File: config.mk
export PLATFORM = sky130hd
export DESIGN_NAME = alu_pipe
export DESIGN_NICKNAME = d
export VERILOG_FILES = /design/src/rtl/alu_pkg.sv /design/src/rtl/alu_core.sv /design/src/rtl/alu_pipe.sv
export SDC_FILE = /design/constraint.sdc
export NUM_CORES = 1
export LEC_CHECK = 0
export CELL_PAD_IN_SITES_DETAIL_PLACEMENT = 2
export CELL_PAD_IN_SITES_GLOBAL_PLACEMENT = 2
export CORE_ASPECT_RATIO = 1.1
export CORE_MARGIN = 5
export CORE_UTILIZATION = 30
export CTS_CLUSTER_DIAMETER = 80
export DETAILED_ROUTE_END_ITERATION = 8
export PLACE_DENSITY = 0.72
export SYNTH_ARGS = -nofsm -noshare
export SYNTH_HDL_FRONTEND = slang
export SYNTH_SLANG_ARGS = --single-unit
export TNS_END_PERCENT = 50
File: constraint.sdc
create_clock -name clk -period 3.3 [get_ports clk]
set_input_delay 0.825 -clock clk [delete_from_list [all_inputs] [get_ports clk]]
set_output_delay 0.825 -clock clk [all_outputs]
set_load 0.005 [all_outputs]
File: src/rtl/alu_pkg.sv
// Shared opcode encodings and flag layout for alu_pipe and alu_core.
package alu_pkg;

    localparam int unsigned FLAG_W = 4;

    localparam int unsigned FLG_N = 3;
    localparam int unsigned FLG_Z = 2;
    localparam int unsigned FLG_C = 1;
    localparam int unsigned FLG_V = 0;

    localparam logic [2:0] OP_ADD  = 3'b000;
    localparam logic [2:0] OP_SUB  = 3'b001;
    localparam logic [2:0] OP_XOR  = 3'b010;
    localparam logic [2:0] OP_AND  = 3'b011;
    localparam logic [2:0] OP_OR   = 3'b100;
    localparam logic [2:0] OP_XNOR = 3'b101;
    localparam logic [2:0] OP_SHL  = 3'b110;
    localparam logic [2:0] OP_SHR  = 3'b111;

endpackage

File: src/rtl/alu_core.sv
// Combinational ALU: op, a, b -> y, {n,z,c,v}.
// Define ALU_SAT_EN to make add/sub saturate (carry/borrow still reported unclamped).
module alu_core
    import alu_pkg::*;
#(
    parameter int unsigned WIDTH = 8
) (
    input  logic [2:0]        op_i,
    input  logic [WIDTH-1:0]  a_i,
    input  logic [WIDTH-1:0]  b_i,
    output logic [WIDTH-1:0]  y_o,
    output logic [FLAG_W-1:0] flags_o
);

    localparam int unsigned MSB = WIDTH - 1;

    logic [WIDTH:0] sum;
    logic [WIDTH:0] diff;
    logic [WIDTH:0] shl_ext;
    logic [WIDTH:0] shr_ext;
    logic           c;
    logic           v;

    assign sum  = {1'b0, a_i} + {1'b0, b_i};
    assign diff = {1'b0, a_i} - {1'b0, b_i};
    // One guard bit on the outgoing side captures the last bit shifted out;
    // shifts past WIDTH+1 naturally leave both result and guard at zero.
    assign shl_ext = {1'b0, a_i} << b_i;
    assign shr_ext = {a_i, 1'b0} >> b_i;

    always_comb begin
        y_o = '0;
        c   = 1'b0;
        v   = 1'b0;
        case (op_i)
            OP_ADD: begin
                y_o = sum[MSB:0];
                c   = sum[WIDTH];
                v   = (a_i[MSB] == b_i[MSB]) && (sum[MSB] != a_i[MSB]);
`ifdef ALU_SAT_EN
                if (c) y_o = '1;
`endif
            end
            OP_SUB: begin
                y_o = diff[MSB:0];
                c   = diff[WIDTH];
                v   = (a_i[MSB] != b_i[MSB]) && (diff[MSB] != a_i[MSB]);
`ifdef ALU_SAT_EN
                if (c) y_o = '0;
`endif
            end
            OP_XOR:  y_o = a_i ^ b_i;
            OP_AND:  y_o = a_i & b_i;
            OP_OR:   y_o = a_i | b_i;
            OP_XNOR: y_o = ~(a_i ^ b_i);
            OP_SHL: begin
                y_o = shl_ext[MSB:0];
                c   = shl_ext[WIDTH];
            end
            OP_SHR: begin
                y_o = shr_ext[WIDTH:1];
                c   = shr_ext[0];
            end
        endcase
    end

    always_comb begin
        flags_o        = '0;
        flags_o[FLG_N] = y_o[MSB];
        flags_o[FLG_Z] = (y_o == '0);
        flags_o[FLG_C] = c;
        flags_o[FLG_V] = v;
    end

endmodule

File: src/rtl/alu_pipe.sv
// Two-stage valid/ready ALU pipeline around alu_core (saturation via ALU_SAT_EN).
module alu_pipe
    import alu_pkg::*;
#(
    parameter int unsigned WIDTH = 8
) (
    input  logic              clk,
    input  logic              rst_n,
    input  logic              in_valid,
    output logic              in_ready,
    input  logic [2:0]        in_op,
    input  logic [WIDTH-1:0]  in_a,
    input  logic [WIDTH-1:0]  in_b,
    output logic              out_valid,
    input  logic              out_ready,
    output logic [WIDTH-1:0]  out_y,
    output logic [FLAG_W-1:0] out_flags
);

    logic              s1_valid_q, s1_valid_d;
    logic [2:0]        s1_op_q,    s1_op_d;
    logic [WIDTH-1:0]  s1_a_q,     s1_a_d;
    logic [WIDTH-1:0]  s1_b_q,     s1_b_d;
    logic              s2_valid_q, s2_valid_d;
    logic [WIDTH-1:0]  s2_y_q,     s2_y_d;
    logic [FLAG_W-1:0] s2_flags_q, s2_flags_d;

    logic              s2_adv;
    logic              s1_adv;
    logic              in_fire;
    logic [WIDTH-1:0]  core_y;
    logic [FLAG_W-1:0] core_flags;

    alu_core #(
        .WIDTH (WIDTH)
    ) u_core (
        .op_i    (s1_op_q),
        .a_i     (s1_a_q),
        .b_i     (s1_b_q),
        .y_o     (core_y),
        .flags_o (core_flags)
    );

    // in_ready is combinational from out_ready: no skid storage behind S1.
    assign s2_adv   = !s2_valid_q || out_ready;
    assign s1_adv   = s1_valid_q && s2_adv;
    assign in_ready = !s1_valid_q || s2_adv;
    assign in_fire  = in_valid && in_ready;

    always_comb begin
        s1_valid_d = s1_valid_q;
        s1_op_d    = s1_op_q;
        s1_a_d     = s1_a_q;
        s1_b_d     = s1_b_q;
        s2_valid_d = s2_valid_q;
        s2_y_d     = s2_y_q;
        s2_flags_d = s2_flags_q;
        if (in_ready) s1_valid_d = in_valid;
        if (in_fire) begin
            s1_op_d = in_op;
            s1_a_d  = in_a;
            s1_b_d  = in_b;
        end
        if (s2_adv) s2_valid_d = s1_valid_q;
        if (s1_adv) begin
            s2_y_d     = core_y;
            s2_flags_d = core_flags;
        end
    end

    always_ff @(posedge clk or negedge rst_n) begin
        if (!rst_n) begin
            s1_valid_q <= 1'b0;
            s1_op_q    <= '0;
            s1_a_q     <= '0;
            s1_b_q     <= '0;
            s2_valid_q <= 1'b0;
            s2_y_q     <= '0;
            s2_flags_q <= '0;
        end else begin
            s1_valid_q <= s1_valid_d;
            s1_op_q    <= s1_op_d;
            s1_a_q     <= s1_a_d;
            s1_b_q     <= s1_b_d;
            s2_valid_q <= s2_valid_d;
            s2_y_q     <= s2_y_d;
            s2_flags_q <= s2_flags_d;
        end
    end

    assign out_valid = s2_valid_q;
    assign out_y     = s2_y_q;
    assign out_flags = s2_flags_q;

endmodule
-- After elaboration in Yosys (flattened, before gate mapping)
Cells that the tools add are included.
- output and inout port bits: 14
- word-level logic and storage cells: 39
- register bits: 33
- input port bits: 23
- mux-type cells: 3
- eq/ne operators: 11
- shift-type cells: 2
- reductions and logical operators: 10
- bitwise logic cells: 4
- add/sub/neg operators: 2
- operator list (operator ; count):
    one-hot mux 8 bit (8 select lines) ; 1
    == test 3 bit (second input constant) ; 4
    adder 8 x 8 -> 9 bit ; 1
    << shifter 8 x 8 -> 9 bit ; 1
    >> shifter 9 x 8 -> 9 bit ; 1
    subtractor 8 x 8 -> 9 bit ; 1
    bitwise AND 8 bit ; 1
    zero test 8 bit ; 1
    inverter 8 bit ; 1
    bitwise OR 8 bit ; 1
    XOR 8 bit ; 1
    == test 3 x 2 -> 1 bit (second input constant) ; 2
    logical AND 1 bit ; 4
    one-hot mux 1 bit (4 select lines) ; 1
    == test 3 x 1 -> 1 bit (second input constant) ; 1
    zero test 3 bit ; 1
    inequality test 1 bit ; 3
    zero test 1 bit ; 2
    logical OR 1 bit ; 2
    one-hot mux 1 bit (2 select lines) ; 1
    == test 1 bit ; 1

-- Depth between registers and ports, before layout
- depth in word-level cells: 4
- depth in mapped cells: 11
- mapped depth without buffers: 11

-- By module
From an unflattened synthesis, not the netlist that was laid out.
- cell total of the unflattened synthesis: 360
- area, all modules: 3315.7 µm²
- by module, submodules not included (module ; area each (µm²) ; cells each ; times used):
    alu_core ; 2006.9 ; 288 ; 1
    alu_pipe ; 1308.8 ; 72 ; 1

-- Least setup slack after synthesis
Ideal clock, no wire load.
- path type: flip-flop to flip-flop
- from: register s1_b_q[2]
- to: register s2_y_q[7] (netlist: out_y[7])
- data required time: 3235 ps
- stages on the path, launching flop included: 11
- arrival time: 2592 ps
- library setup time: 65 ps
- slack: 643 ps
- period minus slack after synthesis: 2657 ps
- path through: dfrtp_1 buf_2 inv_1 ha_1 buf_2 and3_1 a221o_1 o41ai_2 o32ai_2 a211oi_1 mux2_2
- cells in the longest elaborated chain, start to end: 2
- elaborated cells between the ends (all ways): 5
- those cells by class: add/sub: 2; shift: 2; mux: 1
- ends and longest elaborated chain (item ; RTL line ; RTL):
    start, declared ; alu_pipe.sv:23 ; logic [WIDTH-1:0] s1_b_q, s1_b_d;
    start signal, assigned ; alu_pipe.sv:76 ; s1_b_q <= '0;
    start signal, assigned ; alu_pipe.sv:84 ; s1_b_q <= s1_b_d;
    subtractor 8 x 8 -> 9 bit (tied with other cells) ; alu_core.sv:25 ; assign diff = {1'b0, a_i} - {1'b0, b_i};
    one-hot mux 8 bit (8 select lines) * ; alu_core.sv:35 ; case (op_i)
    end signal, assigned ; alu_pipe.sv:86 ; s2_y_q <= s2_y_d;
    end, declared ; alu_pipe.sv:25 ; logic [WIDTH-1:0] s2_y_q, s2_y_d;
Mark *: on every way between the ends. The rest lies on a longest branch, timed or not.
A chain may end at the register's enable or synchronous reset.

-- Worst setup path in the final report
- from: input port out_ready
- to: output port in_ready
- cells in the longest elaborated chain, start to end: 2
- ends and longest elaborated chain (item ; RTL line ; RTL):
    start, declared ; alu_pipe.sv:15 ; input logic out_ready,
    logical OR 1 bit ; alu_pipe.sv:45 ; assign s2_adv = !s2_valid_q || out_ready;
    logical OR 1 bit ; alu_pipe.sv:47 ; assign in_ready = !s1_valid_q || s2_adv;
    end, declared ; alu_pipe.sv:10 ; output logic in_ready,
No other way between the ends.

==> impl_metrics.json <==
{
  "outcome": "finished, final reports clean",
  "start_kind": "input port",
  "utilization": 0.376,
  "syn_area_mm2": 0.00323,
  "synth-edff-count": 0,
  "synthesis.nets": 411,
  "numCtsBuffers": 5,
  "finClkSkew_ns": 0.00641,
  "fp-row-count": 39,
  "clkPwrFrac": 0.216,
  "max_freq_mhz": 353,
  "areaGrowthSynthToFinish_pct": 21.5,
  "async_flop_share": 1.00,
  "cts_tree": "built",
  "cap_violations": 0,
  "ff2ff_setup_slack_ns": 0.48,
  "yosysWarningCount": 0,
  "netlist_instances": 362,
  "port_buffers": 36,
  "required_ns": 2.47,
  "grtUsageTotal": 0.190,
  "finalCriticalPeriod_ns": 2.83,
  "cts_setup_buffers": 0,
  "clk_latency_ns": 0.28,
  "use_met1": 0.252,
  "gp_congestion": 0.955,
  "antenna_cells": 0,
  "firstDrtPassIters": 4,
  "post_cts_resized": 0,
  "postLayoutCellArea_mm2": 0.00392,
  "finalPower_mw": 2.26,
  "syn_avg_cell_area_um2": 8.92,
  "antenna_left": 0,
  "rsz0062_at_grt": "no",
  "max_slew_margin": 0.435,
  "pwr-share-seq": 0.252,
  "worst_pin_slew_ns": 0.826,
  "die_y_um": 119,
  "drc_errors": 0,
  "power_density_mw_per_mm2": 575,
  "leakage_nw": 1.67,
  "switchingPower_mw": 0.922,
  "die_x_um": 109,
  "worstPathArrival_ns": 2.01,
  "drive_gt1_frac": 0.163,
  "clk_pin_slew_ns": 0.05,
  "post_drt_wl_per_cell_um": 21.7,
  "cts_root_buffer": "clkbuf_16",
  "dieArea_mm2": 0.0129,
  "vias": 3053,
  "place_area_mm2": 0.00377,
  "setup_viol": 0,
  "grt_pass1_vias": 3291,
  "cts_sinks": 32,
  "hold_buffers": 0,
  "grt_max_degree": 33,
  "overflow": 0,
  "synth_cell_types": 64,
  "h-tree-depth": 2,
  "ys_ff_latch": 32,
  "timing.hold.worst.class": "flip-flop to flip-flop",
  "end_kind": "primary output",
  "top_usage_layer": "met2",
  "setup_tns_ns": 0,
  "max-clock-path-buffers": 2,
  "path_max_fanout": 3,
  "via_per_inst": 5.62,
  "antenna_found_initial": 0,
  "core-area_mm2": 0.0104,
  "whs_ns": 0.483,
  "worstSetupPathType": "input port to primary output",
  "wl_um": 11800,
  "hold_viol": 0,
  "synth_ff_type": "dfrtp_1",
  "p_comb_frac": 0.532,
  "place_hpwl_um": 9260,
  "p_int_mw": 1.33,
  "gr-usage-met3": 0.0244,
  "swShare": 0.409,
  "synth_seq_area_share": 0.248,
  "ir_drop_mv": 0.430,
  "final_nets": 448,
  "maxSlewViolCount": 0,
  "boundaryPins": 37,
  "period_share": 0.858,
  "initial_core_util": 0.309,
  "first_iter_violations": 150,
  "grt_pass1_wl_um": 19000,
  "met2_usage": 0.322
}
==> synth_stat cells (2+ instances only) <==
cell | instances | area [um^2]
dfrtp_1 | 32 | 801
a21o_1 | 5 | 37.5
a221oi_1 | 6 | 52.6
o2bb2ai_1 | 3 | 26.3
nand4_1 | 3 | 18.8
buf_6 | 5 | 56.3
mux2i_1 | 10 | 100
a32oi_1 | 2 | 17.5
nor3_1 | 11 | 55.1
nand3_1 | 11 | 55.1
nand2b_1 | 8 | 50.1
o21ai_1 | 2 | 10.0
mux4_2 | 6 | 135
nand2_1 | 32 | 120
and2_1 | 4 | 25.0
o21ai_0 | 10 | 50.1
nor2_1 | 16 | 60.1
o211ai_1 | 4 | 30.0
xor2_1 | 3 | 26.3
inv_2 | 2 | 7.51
clkbuf_1 | 11 | 41.3
buf_4 | 2 | 15.0
inv_1 | 22 | 82.6
a211oi_1 | 4 | 30.0
fa_1 | 2 | 40.0
or3_1 | 2 | 12.5
xnor2_1 | 5 | 43.8
a21oi_1 | 22 | 110
ha_1 | 24 | 300
a22oi_1 | 2 | 15.0
nand3b_1 | 3 | 22.5
a31oi_1 | 7 | 43.8
a2bb2oi_1 | 4 | 35.0
and3_1 | 3 | 18.8
and4b_1 | 2 | 20.0
or4_1 | 2 | 15.0
o41ai_2 | 2 | 32.5
nor2b_1 | 5 | 31.3
mux2_2 | 23 | 259
buf_2 | 8 | 40.0
o21a_1 | 6 | 45.0
o21bai_1 | 4 | 30.0
==> through the flow <==
stage                     std cells  setup WS (ns)
final                           543          0.468
after global routing            543          0.284
after CTS                       543          0.455
after detailed placement        535          0.458
after global placement          535          0.500
after floorplan                 362          0.643
==> kinds of logic after synthesis <==
kind of cell | synth area share
buffers and inverters | 0.0778
flip-flops | 0.248
AND/OR/NAND/NOR | 0.169
XOR/XNOR | 0.0217
adder cells (fa/ha/maj) | 0.105
AO/OA/AOI/OAI | 0.214
multiplexers | 0.165
==> worst max-delay path, stage by stage <==
cell and delay, ns:
clkdlybuf4s50_1 0.47, nand3b_1 0.17, clkdlybuf4s50_1 0.54
==> power groups by stage <==
stage,Combinational (mW),Sequential (mW),Clock (mW)
6_report,1.20,0.569,0.487
3_3_place_gp,1.16,0.568,0
5_1_grt,1.31,0.582,0.515
4_1_cts,1.20,0.570,0.501
2_1_floorplan,0.763,0.556,0
3_5_place_dp,1.20,0.577,0
==> metal layers <==
layer	vias to the layer above	part of all wire	routed length, um
li1	1390	-	-
met1	1578	0.44	5220
met2	67	0.51	5950
met3	18	0.032	372
met4	0	0.018	214
met5	-	0	0
==> final timing paths <==
check	from	end	cells after the start
setup / recovery	out_ready	in_ready	3
hold / removal	out_y[4]	out_y[4]	2
setup reg to reg	s1_a_q[0]	out_flags[2]	10
hold reg to reg	out_y[4]	out_y[4]	2
max in group asynchronous	rst_n	out_y[5]	2
min in group asynchronous	rst_n	s1_b_q[0]	2
==> layout by cell type, fill, tap and decap left out, types with 3 or more instances in the layout <==
cell type and n:
nor2_1 16, xnor2_1 5, inv_1 22, a21oi_1 22
clkdlybuf4s50_1 36, a31oi_1 7, mux2i_1 10, o21ai_0 10
o21bai_1 4, clkbuf_16 5, ha_1 24, nor2b_1 5
mux2_2 23, and3_1 3, dfrtp_1 32, nand2_1 32
buf_4 22, xor2_1 3, a221oi_1 6, and2_1 4
nand2b_1 8, nor3_1 11, a211oi_1 4, nand3_1 11
o2bb2ai_1 3, mux4_2 6, o211ai_1 4, nand3b_1 3
a21o_1 5, a2bb2oi_1 4, nand4_1 3, o21a_1 6
==> registers in the layout, indices dropped and copies added (netlist names) <==
| name | count |
|---|---|
| out_valid | 1 |
| s1_op_q | 3 |
| s1_b_q | 8 |
| out_y | 8 |
| out_flags | 3 |
| s1_a_q | 8 |
| s1_valid_q | 1 |
==> layout make-up <==
| class | count | area [um^2] |
|---|---|---|
| fillers | 1163 | 6520 |
| multi-input cells | 278 | 2180 |
| flip-flops and latches | 32 | 801 |
| repair buffers | 58 | 526 |
| well taps | 143 | 179 |
| clock buffers | 7 | 143 |
| inverters | 24 | 90.1 |
| clock inverters | 1 | 7.51 |
Power figures use the tool's default switching activity.
